$ cat src/rtl/uart_frame_parser.sv
// uart_frame_parser: finds a two-byte header, collects a fixed-length payload, and aborts a frame if the next byte is too late
module uart_frame_parser #(
  parameter int PAYLOAD_LEN = 6,
  parameter logic [7:0] HEAD0 = 8'hEF,
  parameter logic [7:0] HEAD1 = 8'hFA,
  parameter int TIMEOUT_CYC = 156240
) (
  input  logic                     sys_clk,
  input  logic                     sys_rst,
  input  logic [7:0]               ser_to_para,
  input  logic                     flag_end,
  output logic [8*PAYLOAD_LEN-1:0] frame_data,
  output logic                     frame_valid,
  output logic                     frame_err,
  output logic                     busy
);
  localparam int TW = $clog2(TIMEOUT_CYC) + 1;
  localparam int CW = $clog2(PAYLOAD_LEN) + 1;
  typedef enum logic [1:0] {IDLE, HDR1, PAYLOAD} state_t;
  state_t state, state_nxt;
  logic [CW-1:0] cnt;
  logic [TW-1:0] tmo;
  logic [8*PAYLOAD_LEN-1:0] acc, acc_nxt;
  logic last, timeout;
  // decode next state, buffer write, end of frame and timeout; an arriving byte takes priority over the timeout
  always_comb begin
    acc_nxt = acc;
    if (state == PAYLOAD && flag_end) acc_nxt[8*int'(cnt) +: 8] = ser_to_para;
    last = flag_end && state == PAYLOAD && cnt == CW'(PAYLOAD_LEN - 1);
    timeout = state != IDLE && !flag_end && tmo == TW'(TIMEOUT_CYC - 1);
    state_nxt = timeout ? IDLE : !flag_end ? state :
                state == IDLE ? (ser_to_para == HEAD0 ? HDR1 : IDLE) :
                state == HDR1 ? (ser_to_para == HEAD1 ? PAYLOAD : ser_to_para == HEAD0 ? HDR1 : IDLE) :
                last ? IDLE : PAYLOAD;
  end
  // state register
  always_ff @(posedge sys_clk or posedge sys_rst) begin
    if (sys_rst) state <= IDLE;
    else state <= state_nxt;
  end
  // payload byte index, inter-byte timer and assembly buffer
  always_ff @(posedge sys_clk or posedge sys_rst) begin
    if (sys_rst) begin
      cnt <= '0;
      tmo <= '0;
      acc <= '0;
    end else begin
      cnt <= (state != PAYLOAD || state_nxt != PAYLOAD) ? '0 : flag_end ? cnt + CW'(1) : cnt;
      tmo <= (state == IDLE || flag_end || timeout) ? '0 : tmo + TW'(1);
      acc <= acc_nxt;
    end
  end
  // frame_data changes only when a frame completes; the strobes last one cycle
  always_ff @(posedge sys_clk or posedge sys_rst) begin
    if (sys_rst) begin
      frame_data  <= '0;
      frame_valid <= 1'b0;
      frame_err   <= 1'b0;
    end else begin
      frame_data  <= last ? acc_nxt : frame_data;
      frame_valid <= last;
      frame_err   <= timeout;
    end
  end
  assign busy = state != IDLE;
endmodule
$ cat config.mk
export PLATFORM = sky130hd
export DESIGN_NAME = uart_frame_parser
export DESIGN_NICKNAME = d
export VERILOG_FILES = /design/src/rtl/uart_frame_parser.sv
export SDC_FILE = /design/constraint.sdc
export NUM_CORES = 1
export LEC_CHECK = 0
export BUFFER_PORTS_ARGS = -buffer_cell sky130_fd_sc_hd__buf_2
export CORE_MARGIN = 2
export CORE_UTILIZATION = 40
export CTS_BUF_LIST = sky130_fd_sc_hd__clkbuf_8
export DETAILED_ROUTE_END_ITERATION = 8
export PLACE_DENSITY_LB_ADDON = 0.05
export SLEW_MARGIN = 20
export SYNTH_ARGS = -nofsm -noshare
export SYNTH_HDL_FRONTEND = slang
export SYNTH_SLANG_ARGS = --single-unit
$ cat constraint.sdc
create_clock -name sys_clk -period 6.9 [get_ports sys_clk]
set_input_delay 0.345 -clock sys_clk [delete_from_list [all_inputs] [get_ports sys_clk]]
set_output_delay 0.345 -clock sys_clk [all_outputs]
set_load 0.01 [all_outputs]
-- Yosys cells after proc, flatten, opt, wreduce, memory -nomap -nowiden
Index checks and enable logic that the tools add are counted.
- $add $sub $neg: 3
- equal/unequal tests: 8
- shifts and indexed selects: 2
- muxes and demuxes: 12
- reductions and logical operators: 11
- operator list (operator ; number):
    $bwmux 48 ; 1
    $mux 48 ; 1
    $shift 8x33->48 const A ; 1
    $shiftx 8x33->48 ; 1
    $neg 7->33 ; 1
    $add 19x1->19 const B ; 1
    $eq 19x18->1 const B ; 1
    $mux 19 ; 1
    $eq 8x8->1 const B ; 2
    $mux 2 ; 6
    $mux 4 ; 2
    $add 4x1->4 const B ; 1
    $eq 4x3->1 const B ; 1
    $logic_and 1x1->1 ; 4
    $ne 2x2->1 const B ; 2
    $reduce_bool 2->1 ; 2
    $logic_or 1x1->1 ; 3
    $eq 2x1->1 const B ; 1
    $eq 2x2->1 const B ; 1
    $logic_not 2->1 ; 1
    $logic_not 1->1 ; 1
    $mux 1 ; 1
- bits in registers: 123
- input bits: 11
- output and inout bits: 51

-- Logic depth before layout (Yosys ltp)
- depth after elaboration: 11
- mapped depth: 9
- depth with buffers taken out: 7

-- Worst setup path after synthesis
No wires, ideal clock.
- path type: reg-to-reg
- start: register cnt[0]
- end: register frame_data[0]
- library setup time: 0.125 ns
- arrival time: 2.249 ns
- data required time: 6.775 ns
- setup slack: 4.527 ns
- cell stages (with the launch flop): 9
- cells stage by stage: dfrtp_1 > clkbuf_1 > nor3_1 > ha_1 > nor4_1 > and4_2 > buf_2 > mux2_2 > mux2_2
- word-level cells in the longest chain between the ends: 4
- elaborated cells between the ends (all ways): 7
- classes of those cells: add/sub (1); eq/ne (1); shift (2); mux (2); reduce/logical (1)
- RTL lines (item ; line ; text):
    start: declaration ; 21 ; logic [CW-1:0] cnt;
    start signal: assignment ; 48 ; cnt <= (state != PAYLOAD || state_nxt != PAYLOAD) ? '0 : flag_end ? cnt + CW'(1) : cnt;
    $neg 7->33 * ; 28 ; if (state == PAYLOAD && flag_end) acc_nxt[8*int'(cnt) +: 8] = ser_to_para;
    $shiftx 8x33->48 or $shift 8x33->48 (tied branches) ; 28 ;
    $bwmux 48 * ; 28 ;
    $mux 48 * ; 28 ;
    via acc_nxt[0] ; 23 ; logic [8*PAYLOAD_LEN-1:0] acc, acc_nxt;
    end signal: assignment ; 60 ; frame_data <= last ? acc_nxt : frame_data;
    end: declaration ; 12 ; output logic [8*PAYLOAD_LEN-1:0] frame_data,
The timed path passes the listed nets; every way through them passes the cells marked *.
A chain may end at the register's enable or synchronous reset.

-- Worst setup path in the final report
Ends and elaborated chain as after synthesis.

==> run metrics <==
status=completed; crit path time final=2.833 ns; largest net degree at the start of global routing=68; synthesized net count=445; DIE AREA=14120 µm²; simple-gate share of the synthesized area=0.1307; Tot Pwr=1526 µW; wire per inst=15.49 µm; Fin Setup TNS=0 ns; CTS max path bufs=2; worst hold path class=input pin to async pin; Fmax=353.0 MHz; drt total wl=10.46 mm; Required @ worst endpoint=7.23 ns; Power Internal=1178 µW; crit path max fanout=18; Power Dens Cells=249.0 nW/µm²; distinct cell type count after synthesis=43; Core ar.=12720 µm²; worst clock skew=0.008252 ns; ranking of synthesized cells by area=dfrtp_1, mux2_2, nor2_1; Final ANT Viol Nets=0; Layout area overhead=16.18%; Synth Register Bits=123; Leak=0.003114 µW; adder-cell share of the synthesized area=0.01660; Placement Cell Area=5715 µm²; # Post-CTS Setup Buffers=0; vias per cell=4.877; dpl cells=644; clock sink count=123; post-cts sizing count=0; ys async rst share=1.000; Switching Power=348.2 µW; Final Instance Count excl. Fillers=675; sequential cell area fraction in the yosys report=0.5835; CTS root buf=clkbuf_8; Setup WS pre-CTS=4.085 ns; Hold Vio Cnt, Final=0; dominant synthesized flop cell=dfrtp_1; CP Launch Type=flop; sequential share of power=0.499; layout cells sized above 1=0.3519; Synth top area share=0.5835; Avg Cell Area, Syn=12.35 µm²; area fraction in compound gates after synthesis=0.03439; Post-Syn Instances=427; Slew HR=0.4353; DRT iter0 DRCs=148; gr usage total=0.1620; Synth area leader=dfrtp_1; VDD IR max=152.1 µV; critical path class=flop to flop; Tightest Pin Transition=0.8471 ns; Net count, final=509; clock latency at the later pin of the worst-skew pair=0.44 ns; Site Rows=41; PortBufs=61; gpl congestion=0.7681; fin worst setup slack=4.067 ns; vias in the first global route=3342; Clk pwr share=0.433; # IOs=62; Worst Setup End Kind=flop; xor/xnor share of the synthesized area=0.03155; Synth Cell Area=5275 µm²; Commonest cells post-synth=dfrtp_1, mux2_2, nor2_1; first-pass GRT wire length=17.65 mm; Sw Ratio=0.2281; CTS buffer count=17; DIE WIDTH=118.8 µm; # diodes=0; RSZ-0062 raised after global routing=no; initial antenna violation count=0; clock-pin slew on the worst setup and hold paths=0.07 ns; Pre-antenna DRT Iters=4; CTS tree=done; Synth Warn #=0; worst path arrival time=3.16 ns; final setup fails=0; H-tree Lvls=4; post-synthesis mux area share=0.1675; Max Transition Viols Final=0; number of flops mapped to enable cells by yosys=0; gr ovfl total=0; Final Cycle Share=0.4106; Filler Cell Count=1248; largest family of logic cells by synthesized area=multiplexers; Logic pwr share=0.068; Post-route DRC=0; Via Count=3292; Die H=118.8 µm; dpl hpwl=6.856 mm; initial cell density of the core=0.4146; final instance area=6128 µm²; CTS Hold Buffers Added=0; Max-Cap Viols=0; count leader, synth=dfrtp_1
## area by class of cell
| class | instances | area, µm² | area share |
|---|---|---|---|
| Sequential cell | 123 | 3078 | 0.5022 |
| Multi-Input combinational cell | 263 | 2013 | 0.3285 |
| Timing Repair Buffer | 63 | 320.3 | 0.05227 |
| Clock buffer | 21 | 289.0 | 0.04716 |
| Tap cell | 172 | 215.2 | 0.03512 |
| Clock inverter | 10 | 123.9 | 0.02021 |
| Inverter | 23 | 88.84 | 0.01450 |
## worst max-delay path, stage by stage, from the launching register on
cell,delay (ns)
dfrtp_1,0.57
inv_1,0.19
ha_1,0.22
nor3b_2,0.58
and4_2,0.50
mux2_2,0.38
mux2_2,0.27
## sequential cells by signal, indices dropped and copies added, names as in the netlist
signal and cells:
acc 48, cnt 4, frame_data 48, frame_err 1, frame_valid 1, state 2
tmo 19
## power groups by stage
stage,clock network [µW],registers (µW),logic [µW]
after detailed placement,0,775,106
after CTS,682,761,107
after global placement,0,774,103
after floorplan,0,772,77.1
after global routing,716,765,118
final,660,762,104
## layer usage
| metal | global-route usage | up-vias | share of wire |
|---|---|---|---|
| li1 | - | 1593 | - |
| met1 | 0.2274 | 1622 | 0.50 |
| met2 | 0.2353 | 61 | 0.44 |
| met3 | 0.05364 | 16 | 0.040 |
| met4 | 0.05580 | 0 | 0.014 |
| met5 | 0 | - | 0 |
## metrics by stage
stage,hold slack (ns),utilization
after global routing,0.03647,0.4817
after global placement,0.4632,0.4493
after CTS,0.01975,0.4817
after floorplan,0.4153,-
final,0.008805,0.4817
after detailed placement,0.4684,0.4493
## worst paths after layout
path                           from        endpoint  slack [ns]  cells past startpoint
max reg2reg                  cnt[0]   frame_data[0]        4.07                      6
min in group sys_clk       flag_end       frame_err        0.20                      2
max                          cnt[0]   frame_data[0]        4.07                      6
min                         sys_rst  frame_data[45]       0.009                      2
min reg2reg                 acc[18]         acc[18]        0.48                      2
max in group asynchronous   sys_rst     frame_valid        5.58                      3
## cell families after synthesis
logic type,count (synthesis)
muxes,77
DFF,123
AOI/OAI and AO/OA,29
xor gates and xnor gates,19
adders and majority gates,7
and+or+nand+nor,131
buffers and inverters,41
## layout by cell type (no fill, tap or decap), drive strengths merged, types with 12 or more instances in the layout
| master | netlist | layout |
|---|---|---|
| inv | 23 | 26 |
| nor2 | 35 | 35 |
| xor2 | 12 | 12 |
| o21ai | 18 | 18 |
| buf | 14 | 63 |
| dfrtp | 123 | 123 |
| clkbuf | 4 | 21 |
| mux2 | 75 | 75 |
| nand2 | 28 | 28 |
| nand3 | 17 | 17 |
Note: power is estimated with default switching activity, not from simulation.
